### config.mk
export PLATFORM = sky130hd
export DESIGN_NAME = lzc_word_feeder
export DESIGN_NICKNAME = d
export VERILOG_FILES = /design/src/rtl/lzc_word_feeder.sv
export SDC_FILE = /design/constraint.sdc
export NUM_CORES = 1
export LEC_CHECK = 0
export ABC_AREA = 1
export CAP_MARGIN = 40
export CORE_ASPECT_RATIO = 0.6
export CORE_MARGIN = 3
export CORE_UTILIZATION = 47
export CTS_BUF_LIST = sky130_fd_sc_hd__clkbuf_4 sky130_fd_sc_hd__clkbuf_8 sky130_fd_sc_hd__clkbuf_16
export DETAILED_ROUTE_END_ITERATION = 10
export HOLD_SLACK_MARGIN = 0.1
export PLACE_DENSITY_LB_ADDON = 0.12
export SETUP_SLACK_MARGIN = 0.5
export SLEW_MARGIN = 10
export SYNTH_ARGS = -nofsm -noshare
export SYNTH_HDL_FRONTEND = slang
export SYNTH_SLANG_ARGS = --single-unit
### constraint.sdc
create_clock -name CLK -period 1.5 [get_ports CLK]
set_input_delay 0.375 -clock CLK [delete_from_list [all_inputs] [get_ports CLK]]
set_output_delay 0.375 -clock CLK [all_outputs]
set_load 0.02 [all_outputs]
### src/rtl/lzc_word_feeder.sv
// Serialises one WIDTH*WORD-bit vector into WORD beats for the LZC, then waits
// for its OVALID (bounded by a watchdog) before accepting the next vector.
module lzc_word_feeder #(
    parameter int WIDTH   = 8,
    parameter int WORD    = 16,
    parameter int TIMEOUT = 64
) (
    input  logic                    CLK,
    input  logic                    RST_N,
    input  logic                    IN_VALID,
    output logic                    IN_READY,
    input  logic [WIDTH*WORD-1:0]   IN_DATA,
    input  logic                    IN_MODE,
    output logic                    IVALID,
    output logic [WIDTH-1:0]        DATA,
    output logic                    MODE,
    input  logic                    OVALID,
    output logic                    BUSY,
    output logic                    TO_ERR
);

    localparam int VW = WIDTH * WORD;
    localparam int CW = (WORD > 1) ? $clog2(WORD) : 1;
    localparam int TW = (TIMEOUT > 1) ? $clog2(TIMEOUT) : 1;
    localparam logic [CW-1:0] CNT_LAST = CW'(WORD - 1);
    localparam logic [TW-1:0] TMR_LAST = TW'(TIMEOUT - 1);

    typedef enum logic [1:0] {
        ST_IDLE = 2'd0,
        ST_SEND = 2'd1,
        ST_WAIT = 2'd2
    } state_e;

    state_e          state_q, state_d;
    logic [CW-1:0]   cnt_q, cnt_d;
    logic [TW-1:0]   timer_q, timer_d;
    logic [VW-1:0]   shift_q, shift_d;
    logic            mode_q, mode_d;
    logic            ivalid_q, ivalid_d;
    logic [WIDTH-1:0] data_q, data_d;
    logic            busy_q, busy_d;
    logic            to_err_q, to_err_d;

    // State and registered outputs; reset drops any in-flight vector at once.
    always_ff @(posedge CLK or negedge RST_N) begin
        if (!RST_N) begin
            state_q  <= ST_IDLE;
            cnt_q    <= '0;
            timer_q  <= '0;
            shift_q  <= '0;
            mode_q   <= 1'b0;
            ivalid_q <= 1'b0;
            data_q   <= '0;
            busy_q   <= 1'b0;
            to_err_q <= 1'b0;
        end else begin
            state_q  <= state_d;
            cnt_q    <= cnt_d;
            timer_q  <= timer_d;
            shift_q  <= shift_d;
            mode_q   <= mode_d;
            ivalid_q <= ivalid_d;
            data_q   <= data_d;
            busy_q   <= busy_d;
            to_err_q <= to_err_d;
        end
    end

    // Next-state logic; OVALID takes priority over the watchdog in WAIT.
    always_comb begin
        state_d = state_q;
        case (state_q)
            ST_IDLE: begin
                if (IN_VALID) state_d = ST_SEND;
                else          state_d = ST_IDLE;
            end
            ST_SEND: begin
                if (cnt_q == CNT_LAST) state_d = ST_WAIT;
                else                   state_d = ST_SEND;
            end
            ST_WAIT: begin
                if (OVALID)                 state_d = ST_IDLE;
                else if (timer_q == TMR_LAST) state_d = ST_IDLE;
                else                        state_d = ST_WAIT;
            end
            default: state_d = ST_IDLE;
        endcase
    end

    // Datapath and next values of the registered outputs.
    always_comb begin
        cnt_d    = cnt_q;
        timer_d  = timer_q;
        shift_d  = shift_q;
        mode_d   = mode_q;
        ivalid_d = 1'b0;
        data_d   = '0;
        to_err_d = 1'b0;
        busy_d   = (state_d != ST_IDLE);
        case (state_q)
            ST_IDLE: begin
                cnt_d   = '0;
                timer_d = '0;
                if (IN_VALID) begin
                    // Beat 0 goes straight to DATA; the rest queue up in the shifter.
                    data_d   = IN_DATA[VW-1 -: WIDTH];
                    shift_d  = IN_DATA << WIDTH;
                    ivalid_d = 1'b1;
                    mode_d   = IN_MODE;
                end else begin
                    mode_d = 1'b0;
                end
            end
            ST_SEND: begin
                if (cnt_q == CNT_LAST) begin
                    timer_d = '0;
                end else begin
                    ivalid_d = 1'b1;
                    data_d   = shift_q[VW-1 -: WIDTH];
                    shift_d  = shift_q << WIDTH;
                    cnt_d    = cnt_q + CW'(1);
                end
            end
            ST_WAIT: begin
                if (OVALID) begin
                    mode_d = 1'b0;
                end else if (timer_q == TMR_LAST) begin
                    mode_d   = 1'b0;
                    to_err_d = 1'b1;
                end else if (timer_q != '1) begin
                    timer_d = timer_q + TW'(1);
                end else begin
                    timer_d = timer_q;
                end
            end
            default: begin
                mode_d = 1'b0;
            end
        endcase
    end

    assign IN_READY = (state_q == ST_IDLE);
    assign IVALID   = ivalid_q;
    assign DATA     = data_q;
    assign MODE     = mode_q;
    assign BUSY     = busy_q;
    assign TO_ERR   = to_err_q;

endmodule

# Word-level counts from Yosys, hierarchy flattened
# Cells that the tools add are included.
[word_totals] reg_bits=152 latchBits=0 mem_bits_rw=0 mem_bits_ro=0 in_bits=133 output_inout_bits=13 elab_cells=60 memories=0
[classes] add_sub_neg=2 n_mul=0 div=0 n_lt_le_gt_ge=0 eq_ne=12 shift=0 n_mux=28 bitwise=1 n_reduce_logical=8
[op_table] op="$mux W128" count=2
[op_table] op="$pmux W128 S2" count=1
[op_table] op="$mux W6" count=4
[op_table] op="$pmux W6 S3" count=1
[op_table] op="$mux W8" count=2
[op_table] op="$pmux W8 S2" count=1
[op_table] op="$ne A2 B2 Y1 const B" count=6
[op_table] op="$mux W1" count=9
[op_table] op="$pmux W4 S2" count=1
[op_table] op="$add A6 B1 Y6 const B" count=1
[op_table] op="$eq A6 B6 Y1 const B" count=1
[op_table] op="$mux W2" count=3
[op_table] op="$ne A6 B6 Y1 const B" count=1
[op_table] op="$pmux W2 S3" count=1
[op_table] op="$reduce_and A5 Y1" count=1
[op_table] op="$add A4 B1 Y4 const B" count=1
[op_table] op="$eq A4 B4 Y1 const B" count=1
[op_table] op="$mux W4" count=1
[op_table] op="$reduce_and A2 Y1" count=2
[op_table] op="$reduce_bool A2 Y1" count=2
[op_table] op="$ne A3 B3 Y1 const B" count=1
[op_table] op="$pmux W1 S3" count=1
[op_table] op="$reduce_and A3 Y1" count=1
[op_table] op="$reduce_bool A3 Y1" count=1
[op_table] op="5 further kinds" count=5

# Depth between registers and ports, before layout
[logic_depth] depth_word=5 ltp_mapped=8 depth_no_buf=8

# Worst setup path after synthesis
# Ideal clock, no wire load.
[synth_path] path_kind="register to register" from="reg state_q[0]" to="reg shift_q[100]" setup_ns=0.127 arrival_ns=1.456 required_time_ns=1.373 path_slack_ns=-0.083 stages_incl_launch_ff=7 n_path_buf=2 period_less_slack_ns=1.583 path_cell_list="dfrtp_1 > nor2_1 > nand2_2 > nand2_4 > buf_8 > buf_2 > o21ai_1"
[synth_between] elab_chain_cells=3 word_cells_on_any_way=7 classes_between="3 x eq/ne; 1 x mux; 3 x reduce/logical"
[synth_rtl] element="start: declaration" line="34" rtl="state_e state_q, state_d;"
[synth_rtl] element="start signal: assignment" line="57" rtl="state_q <= state_d;"
[synth_rtl] element="$logic_not A2 Y1 (*)"
[synth_rtl] element="net IN_READY" line="11" rtl="output logic IN_READY,"
[synth_rtl] element="$ne A2 B2 Y1 (no line) / $reduce_bool A2 Y1 (equally long branches)"
[synth_rtl] element="$reduce_and A3 Y1 (no line)"
[synth_rtl] element="end signal: assignment" line="60" rtl="shift_q <= shift_d;"
[synth_rtl] element="end: declaration" line="37" rtl="logic [VW-1:0] shift_q, shift_d;"
# Mark *: on every way through the listed nets, which the timed path passes. The rest lies on a longest branch.
# A chain may end at the register's enable or synchronous reset.

# Worst setup path after layout
[layout_path] from="reg state_q[0]" to="reg shift_q[100]"
[layout_between] elab_chain_cells=3 word_cells_on_any_way=7 classes_between="3 x eq/ne; 1 x mux; 3 x reduce/logical"
[layout_rtl] element="$eq A2 B1 Y1 / $logic_not A2 Y1 (equally long branches)" line="100" rtl="case (state_q)"
[layout_rtl] element="$ne A2 B2 Y1 (no line) / $reduce_bool A2 Y1 (equally long branches)"
[layout_rtl] element="$reduce_and A3 Y1 (no line)"
# Several ways; a longest one is shown, not always the timed one.

==> results.py <==
metrics = {
    "final_layout": {
        "final_layout_size_suffix_gt1_share_pct": 23.6,
        "mostFrequentLayoutCells": "dfrtp_1, nand2_1, clkdlybuf4s50_1, inv_1, o21ai_1",
        "fin_area_um2": 10500,
        "mostFrequentLayoutCell": "dfrtp_1",
        "syn_to_final_growth_pct": 49.2,
        "nets": 1090,
        "diodes": 0,
    },
    "clock_network": {
        "clkSinkCount": 144,
        "cts_buffers": 17,
        "h-tree-depth": 4,
        "cts_tree": "yes",
        "cts_root_buffer": "clkbuf_16",
        "clock_path_buffers": 2,
        "path_clk_slew_ns": 0.07,
        "clk_latency_ns": 0.42,
    },
    "timing": {
        "fin_ws_ns": -0.0940,
        "rsz0062_at_grt": "true",
        "hold_slack_ns": 0.400,
        "worst_pin_slew_ns": 0.394,
        "maxSlewHeadroom_pct": 73.5,
        "finalCritPeriodShare_pct": 106,
        "final.setup_skew_ns": 0.0128,
        "max_clock_freq_ghz": 0.627,
        "slew_violations": 0,
        "period_minus_slack_ns": 1.59,
        "setup_viol": 104,
        "final_hold_viol_count": 0,
    },
    "critical_path": {
        "worst-setup-path-type": "register to register",
        "startpoint_type": "register",
        "required_ns": 1.84,
        "r2r_cells": 8,
        "endpoint_kind": "register",
        "arrival_ns": 1.93,
        "r2r_setup_slack_ns": -0.09,
        "crit_path_max_fanout": 8,
    },
    "floorplan": {
        "die_x_um": 164,
        "pin_count": 146,
        "rows": 33,
        "die_h_um": 101,
        "core_area_um2": 14100,
        "initial_core_util_pct": 49.7,
        "dieArea_um2": 16500,
    },
    "yosys": {
        "yosysWarnings": 0,
        "synth.distinct_cells": 27,
        "synth_area_um2": 7010,
        "netlist_instances": 760,
        "avgSynthCellArea_um2": 9.23,
        "synth_nets": 895,
        "synth_seq_cells": 144,
        "ys_seq_area_share_pct": 51.4,
    },
    "placed_design": {
        "gp_congestion": 0.851,
        "port-buffer-count": 145,
        "placed_area_um2": 8760,
        "dp_hpwl_mm": 12.1,
    },
    "pwr": {
        "p_per_area_nw_per_um2": 2110,
        "ir_drop_mv": 0.936,
        "p_leak_nw": 4.92,
    },
    "global_routing": {
        "grt_use_total_pct": 21.6,
        "grt_pass1_wl_mm": 28.2,
        "grt_max_degree": 49,
        "grt.overflow.total": 0,
        "grt_pass1_vias": 5771,
        "antenna_found_initial": 2,
    },
    "job": {
        "drv_cap": 0,
    },
    "detailed_routing": {
        "avgViaCountPerCell": 5.39,
        "drc_errors": 0,
        "antenna_left": 0,
        "vias": 6257,
        "drt-initial-drc-count": 479,
        "postRouteWirelength_mm": 21.2,
        "dr.pass1.iters": 5,
        "wl_per_cell_um": 18.3,
    },
    "outcome": {
        "status": "finished with violations",
        "violations": "setup timing",
    },
    "min_path": {
        "min_path_type": "input pin to async pin",
    },
}
==> critical path: stages, from the launching register on <==
cell and delay, ns:
dfrtp_2 0.42, inv_2 0.06, nor2_4 0.19, buf_6 0.14
nand2_8 0.12, nand2_8 0.19, clkbuf_16 0.19, o211ai_1 0.10
o21ai_1 0.10
==> report_power, final <==
group | switching (W) | total (W) | internal (W)
clock | 0.00170 | 0.00409 | 0.00239
sequential | 0.000587 | 0.00629 | 0.00571
combinational | 0.00627 | 0.0117 | 0.00546
==> final cells by class <==
type | instances | area [um2]
clock inverter | 12 | 110
timing repair inverter | 1 | 16.3
clock buffer | 20 | 460
sequential | 144 | 3610
timing repair buffer | 223 | 2700
fill | 979 | 3660
tap | 192 | 240
inverter | 128 | 498
multi-input combinational | 440 | 2830
==> final timing paths <==
path | from | to
max | state_q[0]$_DFF_PN0_ | shift_q[100]$_DFFE_PN0P_
min | RST_N | shift_q[75]$_DFFE_PN0P_
max reg2reg | state_q[0]$_DFF_PN0_ | shift_q[100]$_DFFE_PN0P_
min reg2reg | shift_q[61]$_DFFE_PN0P_ | shift_q[61]$_DFFE_PN0P_
max in group asynchronous | RST_N | shift_q[43]$_DFFE_PN0P_
min in group CLK | IN_DATA[125] | DATA[5]$_DFF_PN0_
==> sequential cells by signal (all words and copies together), names as in the netlist, 2 cells and up <==
signal and cells:
shift_q 120, cnt_q 4, state_q 2, timer_q 6
DATA 8
==> synthesized netlist by cell type (all sizes together) <==
| cell type | instances | area, um2 |
|---|---|---|
| nand2 | 163 | 624 |
| buf | 43 | 378 |
| clkinv | 1 | 3.75 |
| clkbuf | 9 | 33.8 |
| inv | 127 | 477 |
| ha | 2 | 25.0 |
| nor2 | 5 | 21.3 |
| o21ai | 136 | 688 |
| or2 | 3 | 18.8 |
| nor3 | 2 | 10.0 |
| nand4 | 1 | 6.26 |
| o211ai | 112 | 1050 |
| xor2 | 2 | 17.5 |
| nand3 | 9 | 45.0 |
| xnor2 | 1 | 8.76 |
| dfrtp | 144 | 3600 |
==> timing repair <==
action	CTS	global route
setup endpoints to repair	157	239
pin swaps	38	28
hold buffers	1	0
buffers inserted	3	19
hold endpoints to repair	25	0
gates cloned	0	25
gates resized for setup	113	90
==> routing by layer <==
layer / routed length, um / part of all wire, % / GRT usage, %
met1: 9670 / 46 / 30.7
met2: 9950 / 47 / 33.5
met3: 1310 / 6.2 / 5.62
met4: 248 / 1.2 / 5.26
met5: 27 / 0.13 / 0
==> cell families (layout without fill, tap and decap cells) <==
kind of cell	after synthesis	after routing	share of synthesized area (%)
buf+inv	180	384	12.7
compound gates	248	248	24.8
xor+xnor	3	3	0.375
flops	144	144	51.4
simple gates	183	187	10.3
fa+ha+maj	2	2	0.357
==> per-stage QoR <==
step / power (W) / worst slack [ns] / util, % / setup TNS [ns] / instances
after detailed placement: 0.0151 / -0.182 / 62.0 / -13.63 / 1080
after floorplan: 0.0129 / 0.0911 / - / 0 / 760
after global placement: 0.0147 / -0.132 / 62.0 / -12.55 / 1080
final: 0.0221 / -0.0940 / 74.1 / -2.88 / 1160
after global routing: 0.0236 / -0.154 / 74.1 / -9.97 / 1160
after CTS: 0.0196 / 0.00595 / 67.2 / 0 / 1116
Note: power is estimated with default switching activity, not from simulation.
